`src/rtl/guess_scorer_if.sv`:
```
// Bulls-and-Cows scorer port bundle.
// Request/result signals shared by the driver and the scorer.
interface guess_scorer_if;
  logic        in_start;
  logic        in_new_game;
  logic [15:0] in_secret;
  logic [15:0] in_guess;
  logic [3:0]  out_A;
  logic [3:0]  out_B;
  logic        out_busy;
  logic        out_done;
  logic        out_err;
  logic        out_win;
  logic        out_lose;
  logic [3:0]  out_tries;

  modport master (
    output in_start, in_new_game, in_secret, in_guess,
    input  out_A, out_B, out_busy, out_done,
    input  out_err, out_win, out_lose, out_tries
  );

  modport slave (
    input  in_start, in_new_game, in_secret, in_guess,
    output out_A, out_B, out_busy, out_done,
    output out_err, out_win, out_lose, out_tries
  );
endinterface

```
`src/rtl/guess_scorer.sv`:
```
// Sequential Bulls-and-Cows scorer: one digit pair per cycle,
// plus guess validation, try counting and win/lose flags.
module guess_scorer #(
  parameter int unsigned MAX_TRIES = 10
) (
  input logic           clk,
  input logic           rst,
  guess_scorer_if.slave bus
);

  typedef enum logic [1:0] {IDLE, SCORE, DONE} state_t;

  localparam logic [3:0] MAX_T = 4'(MAX_TRIES);

  state_t      state_q, state_d;
  logic [3:0]  idx_q, idx_d;
  logic [15:0] sec_q, sec_d;
  logic [15:0] gue_q, gue_d;
  logic [2:0]  a_q, a_d;
  logic [2:0]  b_q, b_d;
  logic        dup_q, dup_d;
  logic        bad_q, bad_d;
  logic [3:0]  A_q, A_d;
  logic [3:0]  B_q, B_d;
  logic        err_q, err_d;
  logic        win_q, win_d;
  logic        lose_q, lose_d;
  logic [3:0]  tries_q, tries_d;
  logic        done_q, done_d;

  logic [3:0]  gi, gj, sj;
  logic [15:0] g;

  function automatic logic [3:0] dig(
    input logic [15:0] v,
    input logic [1:0]  p
  );
    logic [15:0] sh;
    sh = v >> {p, 2'b00};
    return sh[3:0];
  endfunction

  assign gi = dig(gue_q, idx_q[3:2]);
  assign gj = dig(gue_q, idx_q[1:0]);
  assign sj = dig(sec_q, idx_q[1:0]);
  assign g  = bus.in_guess;

  always_comb begin
    state_d = state_q;
    idx_d   = idx_q;
    sec_d   = sec_q;
    gue_d   = gue_q;
    a_d     = a_q;
    b_d     = b_q;
    dup_d   = dup_q;
    bad_d   = bad_q;
    A_d     = A_q;
    B_d     = B_q;
    err_d   = err_q;
    win_d   = win_q;
    lose_d  = lose_q;
    tries_d = tries_q;
    done_d  = 1'b0;
    // new_game aborts any state and wins over start
    if (bus.in_new_game) begin
      state_d = IDLE;
      tries_d = 4'd0;
      win_d   = 1'b0;
      lose_d  = 1'b0;
      err_d   = 1'b0;
      A_d     = 4'hF;
      B_d     = 4'hF;
    end else begin
      unique case (state_q)
        IDLE: begin
          if (bus.in_start && !win_q && !lose_q) begin
            sec_d   = bus.in_secret;
            gue_d   = bus.in_guess;
            a_d     = 3'd0;
            b_d     = 3'd0;
            dup_d   = 1'b0;
            idx_d   = 4'd0;
            bad_d   = (g[15:12] > 4'd9) || (g[11:8] > 4'd9)
                   || (g[7:4] > 4'd9) || (g[3:0] > 4'd9);
            state_d = SCORE;
          end
        end
        SCORE: begin
          if (gi == sj) begin
            if (idx_q[3:2] == idx_q[1:0]) a_d = a_q + 3'd1;
            else                          b_d = b_q + 3'd1;
          end
          if ((idx_q[3:2] < idx_q[1:0]) && (gi == gj)) dup_d = 1'b1;
          idx_d = idx_q + 4'd1;
          if (idx_q == 4'd15) state_d = DONE;
        end
        DONE: begin
          state_d = IDLE;
          done_d  = 1'b1;
          if (bad_q || dup_q) begin
            err_d = 1'b1;
            A_d   = 4'hF;
            B_d   = 4'hF;
          end else begin
            err_d   = 1'b0;
            A_d     = {1'b0, a_q};
            B_d     = {1'b0, b_q};
            tries_d = tries_q + 4'd1;
            win_d   = (a_q == 3'd4);
            lose_d  = (a_q != 3'd4) && (tries_q + 4'd1 == MAX_T);
          end
        end
        default: state_d = IDLE;
      endcase
    end
  end

  always_ff @(posedge clk) begin
    if (rst) begin
      state_q <= IDLE;
      idx_q   <= 4'd0;
      sec_q   <= 16'd0;
      gue_q   <= 16'd0;
      a_q     <= 3'd0;
      b_q     <= 3'd0;
      dup_q   <= 1'b0;
      bad_q   <= 1'b0;
      A_q     <= 4'hF;
      B_q     <= 4'hF;
      err_q   <= 1'b0;
      win_q   <= 1'b0;
      lose_q  <= 1'b0;
      tries_q <= 4'd0;
      done_q  <= 1'b0;
    end else begin
      state_q <= state_d;
      idx_q   <= idx_d;
      sec_q   <= sec_d;
      gue_q   <= gue_d;
      a_q     <= a_d;
      b_q     <= b_d;
      dup_q   <= dup_d;
      bad_q   <= bad_d;
      A_q     <= A_d;
      B_q     <= B_d;
      err_q   <= err_d;
      win_q   <= win_d;
      lose_q  <= lose_d;
      tries_q <= tries_d;
      done_q  <= done_d;
    end
  end

  assign bus.out_A     = A_q;
  assign bus.out_B     = B_q;
  assign bus.out_busy  = (state_q != IDLE);
  assign bus.out_done  = done_q;
  assign bus.out_err   = err_q;
  assign bus.out_win   = win_q;
  assign bus.out_lose  = lose_q;
  assign bus.out_tries = tries_q;

endmodule

```
`src/flat_wrapper.sv`:
```
// flat-port wrapper written by rule: the top's interface ports become plain ports
module guess_scorer_flat 
#(
  parameter int unsigned MAX_TRIES = 10
)
  (clk, rst, bus_in_start, bus_in_new_game, bus_in_secret, bus_in_guess, bus_out_A, bus_out_B, bus_out_busy, bus_out_done, bus_out_err, bus_out_win, bus_out_lose, bus_out_tries);
  guess_scorer_if bus_i ();
  input logic clk;
  input logic rst;
  input wire logic [$bits(bus_i.in_start)-1:0] bus_in_start;
  input wire logic [$bits(bus_i.in_new_game)-1:0] bus_in_new_game;
  input wire logic [$bits(bus_i.in_secret)-1:0] bus_in_secret;
  input wire logic [$bits(bus_i.in_guess)-1:0] bus_in_guess;
  output wire logic [$bits(bus_i.out_A)-1:0] bus_out_A;
  output wire logic [$bits(bus_i.out_B)-1:0] bus_out_B;
  output wire logic [$bits(bus_i.out_busy)-1:0] bus_out_busy;
  output wire logic [$bits(bus_i.out_done)-1:0] bus_out_done;
  output wire logic [$bits(bus_i.out_err)-1:0] bus_out_err;
  output wire logic [$bits(bus_i.out_win)-1:0] bus_out_win;
  output wire logic [$bits(bus_i.out_lose)-1:0] bus_out_lose;
  output wire logic [$bits(bus_i.out_tries)-1:0] bus_out_tries;
  assign bus_i.in_start = bus_in_start;
  assign bus_i.in_new_game = bus_in_new_game;
  assign bus_i.in_secret = bus_in_secret;
  assign bus_i.in_guess = bus_in_guess;
  assign bus_out_A = bus_i.out_A;
  assign bus_out_B = bus_i.out_B;
  assign bus_out_busy = bus_i.out_busy;
  assign bus_out_done = bus_i.out_done;
  assign bus_out_err = bus_i.out_err;
  assign bus_out_win = bus_i.out_win;
  assign bus_out_lose = bus_i.out_lose;
  assign bus_out_tries = bus_i.out_tries;
  guess_scorer #(.MAX_TRIES(MAX_TRIES)) u_core (.clk(clk), .rst(rst), .bus(bus_i));
endmodule
```
`config.mk`:
```
export PLATFORM = sky130hd
export DESIGN_NAME = guess_scorer_flat
export DESIGN_NICKNAME = d
export VERILOG_FILES = /design/src/rtl/guess_scorer_if.sv /design/src/rtl/guess_scorer.sv /design/src/flat_wrapper.sv
export SDC_FILE = /design/constraint.sdc
export NUM_CORES = 1
export LEC_CHECK = 0
export ABC_AREA = 1
export CORE_UTILIZATION = 45
export DETAILED_ROUTE_END_ITERATION = 6
export PLACE_DENSITY = 0.69
export SLEW_MARGIN = 10
export SYNTH_ARGS = -nofsm -noshare
export SYNTH_HDL_FRONTEND = slang
export SYNTH_SLANG_ARGS = --single-unit
```
`constraint.sdc`:
```
create_clock -name clk -period 2.4 [get_ports clk]
set_clock_uncertainty 0.15 [all_clocks]
set_input_delay 0.48 -clock clk [delete_from_list [all_inputs] [get_ports clk]]
set_output_delay 0.48 -clock clk [all_outputs]
set_load 0.1 [all_outputs]
```
==> results.py <==
metrics = {
    "detailed_routing": {
        "number_of_iterations_in_the_first_detailed_routing_pass": 5,
        "drt-vias-per-instance": 5.09,
        "detailroute.via_count": 3024,
        "drt-total-wl_mm": 7.45,
        "dr.first_iter.drc_count": 206,
        "route.antenna.remaining_nets": 0,
        "drcViolationCount": 0,
        "route.detailed.wl_per_inst_um": 12.5,
    },
    "logic_synthesis": {
        "synth_top_cell_area_share_pct": 39.1,
        "synth-main-ff-cell": "sky130_fd_sc_hd__dfxtp_1",
        "synth_cell_type_count": 35,
        "synth_area_mm2": 0.00312,
        "yosys-top-cells-area": "sky130_fd_sc_hd__dfxtp_1 (39%), sky130_fd_sc_hd__nand2_1 (19%), sky130_fd_sc_hd__a21oi_1 (6.3%), sky130_fd_sc_hd__nand3_1 (5.8%), sky130_fd_sc_hd__o21ai_0 (3.9%)",
        "synth.avg_cell_area_um2": 6.80,
        "synth_nets": 503,
        "synth_most_common_cell": "sky130_fd_sc_hd__nand2_1",
        "synth_largest_area_cell": "sky130_fd_sc_hd__dfxtp_1",
        "async_flop_share_pct": 0,
        "synth-edff-count": 0,
        "synth.top_cells.by_count": "sky130_fd_sc_hd__nand2_1 (162), sky130_fd_sc_hd__dfxtp_1 (61), sky130_fd_sc_hd__a21oi_1 (39)",
        "ys_ff_latch": 61,
        "yosys_warnings": 0,
        "synthCells": 459,
        "synth_sequential_area_ratio_pct": 39.1,
    },
    "grt": {
        "globalRouteTotalUtil_pct": 22.5,
        "first_global_vias": 2865,
        "grt_antenna_before_repair": 0,
        "grt_first_pass_wirelength_mm": 13.0,
        "maximum_number_of_pins_on_one_net_before_global_route_repair": 23,
        "grt.overflow.total": 0,
    },
    "hold_path": {
        "hold_path_class": "register to register",
        "worstHoldStart": "u_core.sec_q[15]",
    },
    "cells_and_area": {
        "area_growth_syn_to_layout_pct": 23.2,
        "layout-drive-gt1-share_pct": 11.2,
        "antenna_cells_inserted": 0,
        "layout.nets": 558,
    },
    "power_and_ir_drop": {
        "p_sw_uw": 603,
        "clockPowerShare_pct": 37.8,
        "netSwitchingFraction_pct": 26.2,
        "seq_power_share_pct": 47.2,
        "design_power_total_mw": 2.30,
        "cell_internal_pwr_mw": 1.70,
        "power.combinational.fraction_pct": 15.0,
        "vdd_drop_max_v": 0.000383,
        "power_density_mw_per_mm2": 598,
        "p_leak_nw": 1.70,
    },
    "status": {
        "run_status": "completed",
    },
    "clock_tree": {
        "cts_post_setup_buffers_inserted": 0,
        "cts.sink_count": 61,
        "cts_repair_resize_count": 0,
        "cts_htree_levels": 3,
        "clock_insertion_delay_worst_skew_ns": 0.33,
        "max-clock-path-buffers": 2,
        "ctsRootBufferMaster": "sky130_fd_sc_hd__clkbuf_8",
        "cts-buffers-inserted": 9,
        "postCtsHoldBufs": 0,
        "cts_tree": "done",
        "post_cts_clock_slew_at_the_launch_and_capture_registers_of_the_worst_setup_and_hold_paths_ns": 0.06,
    },
    "setup_path": {
        "critical_path.reg2reg.startpoint": "u_core.idx_q[3]",
        "endpoint_kind": "register",
        "critPathMaxFanout": 10,
        "critical_path.startpoint_type": "register",
        "worst_ep_required_time_ns": 2.48,
        "path_class": "register to register",
        "critPathArrivalTime_ns": 2.01,
        "crit_path_start": "u_core.idx_q[3]",
    },
    "placement": {
        "placement.io_buffers": 52,
        "place_worst_setup_slack_ns": 0.150,
        "place.gp.congestion": 0.878,
        "detailed_place_hpwl_mm": 5.47,
    },
    "die": {
        "placement_rows": 29,
        "full_die_area_mm2": 0.00727,
        "io_pins": 53,
        "core_region_area_mm2": 0.00653,
        "die_x_um": 85.3,
        "floorplan.die.height_um": 85.3,
        "floorplan.initialDensity_pct": 47.8,
    },
    "timing": {
        "fin_setup_tns_ns": 0,
        "final.min_clock_period_ns": 1.93,
        "post-route-period-util_pct": 80.5,
        "worst_slew_pin_slew_ns": 0.448,
        "hold_violations": 0,
        "timing.final.ws_setup_ns": 0.467,
        "rsz0062_at_grt": "no",
        "timing.slew.headroom_pct": 70.1,
        "final_max_slew_viols": 0,
        "setup_viol_count_final": 0,
        "timing.fmax_ghz": 0.517,
    },
    "job": {
        "max-cap-violations": 0,
    },
}
==> through the flow <==
| stage | utilization (%) | area (um2) | hold WS [ns] | std cells |
|---|---|---|---|---|
| floorplan | - | 3120 | 0.280 | 459 |
| global placement | 56.1 | 3660 | 0.292 | 580 |
| detailed placement | 56.1 | 3660 | 0.304 | 580 |
| CTS | 58.9 | 3840 | 0.314 | 594 |
| global route | 58.9 | 3840 | 0.342 | 594 |
| finish | 58.9 | 3840 | 0.317 | 594 |
==> power groups by stage <==
stage                     Combinational, mW  Sequential [mW]  Clock [mW]
final                                 0.344             1.09       0.870
after global routing                  0.393             1.09       0.938
after CTS                             0.346             1.08       0.882
after detailed placement              0.344             1.11           0
after global placement                0.338             1.11           0
after floorplan                       0.232             1.10           0
==> path summary, 6_finish.rpt <==
kind,endpoint,slack [ns],depth (start not counted)
setup / recovery,u_core.b_q[2],0.47,11
hold reg to reg,u_core.sec_q[15],0.32,2
setup reg to reg,u_core.b_q[2],0.47,11
hold / removal,u_core.sec_q[15],0.32,2
==> worst max-delay path, stage by stage, from the launching register on <==
cell and delay (ns):
sky130_fd_sc_hd__dfxtp_1 0.59, sky130_fd_sc_hd__inv_2 0.17, sky130_fd_sc_hd__nand3_1 0.13, sky130_fd_sc_hd__nand2_1 0.12, sky130_fd_sc_hd__nand2_1 0.09, sky130_fd_sc_hd__nand2_1 0.05, sky130_fd_sc_hd__nor2_1 0.12, sky130_fd_sc_hd__nand2_2 0.08
sky130_fd_sc_hd__nand2_4 0.11, sky130_fd_sc_hd__nand2_4 0.07, sky130_fd_sc_hd__nor2_1 0.10, sky130_fd_sc_hd__nor2_1 0.05
==> routing by layer <==
metal | up-vias | global-route usage, % | part of all wire, %
li1 | 1585 | - | -
met4 | 0 | 7.58 | 1.7
met5 | - | 0 | 0
met1 | 1344 | 30.8 | 50
met3 | 13 | 5.64 | 5.0
met2 | 82 | 34.8 | 43
==> layout make-up <==
| cell class | instances | area [um2] |
|---|---|---|
| clock buffer | 12 | 145 |
| clock inverter | 2 | 35.0 |
| fill | 645 | 2690 |
| inverter | 38 | 148 |
| multi-input combinational | 341 | 1640 |
| sequential | 61 | 1220 |
| tap | 77 | 96.3 |
| timing repair buffer | 63 | 561 |
==> layout by cell type, fill, tap and decap left out <==
master / instances
sky130_fd_sc_hd__xnor2_1: 3
sky130_fd_sc_hd__clkinv_2: 1
sky130_fd_sc_hd__inv_6: 1
sky130_fd_sc_hd__nor2_4: 1
sky130_fd_sc_hd__a41oi_1: 1
sky130_fd_sc_hd__nand2_4: 3
sky130_fd_sc_hd__o21ai_0: 24
sky130_fd_sc_hd__a31oi_4: 1
sky130_fd_sc_hd__inv_1: 29
sky130_fd_sc_hd__o21ai_1: 1
sky130_fd_sc_hd__a211oi_1: 2
sky130_fd_sc_hd__mux2i_1: 1
sky130_fd_sc_hd__buf_4: 28
sky130_fd_sc_hd__o211ai_1: 2
sky130_fd_sc_hd__nand2_2: 2
sky130_fd_sc_hd__clkbuf_8: 10
sky130_fd_sc_hd__clkdlybuf4s50_1: 35
sky130_fd_sc_hd__dfxtp_1: 61
sky130_fd_sc_hd__clkbuf_1: 2
sky130_fd_sc_hd__nor3_1: 8
sky130_fd_sc_hd__and3_1: 1
sky130_fd_sc_hd__nand3_1: 36
sky130_fd_sc_hd__clkinv_1: 1
sky130_fd_sc_hd__o31ai_1: 1
sky130_fd_sc_hd__nor2_2: 2
sky130_fd_sc_hd__ha_1: 8
sky130_fd_sc_hd__nand4_1: 1
sky130_fd_sc_hd__bufinv_16: 1
sky130_fd_sc_hd__nand2_1: 162
sky130_fd_sc_hd__xor2_1: 4
sky130_fd_sc_hd__nor2_1: 32
sky130_fd_sc_hd__o22ai_1: 4
sky130_fd_sc_hd__a21oi_1: 39
sky130_fd_sc_hd__or2_1: 1
sky130_fd_sc_hd__inv_2: 7
sky130_fd_sc_hd__nor3_4: 1
==> flip-flops by register name, indices dropped and copies added, names as in the netlist <==
name                  cells
u_core.b_q                3
u_core.sec_q             16
u_core.bus.out_win        1
u_core.dup_q              1
u_core.a_q                3
u_core.bus.out_A          3
u_core.bad_q              1
u_core.bus.out_err        1
u_core.gue_q             16
u_core.bus.out_B          4
u_core.bus.out_tries      4
u_core.bus.out_lose       1
u_core.idx_q              4
u_core.state_q            2
u_core.bus.out_done       1
==> logic make-up after synthesis <==
logic type | Yosys count | synth area share, %
buffers and inverters | 57 | 8.54
and+or+nand+nor | 250 | 33.6
adders and majority gates | 8 | 3.21
AOI/OAI and AO/OA | 75 | 13.2
xor gates and xnor gates | 7 | 1.97
DFF | 61 | 39.1
muxes | 1 | 0.321
No activity file was read; power rests on OpenSTA's default activity.
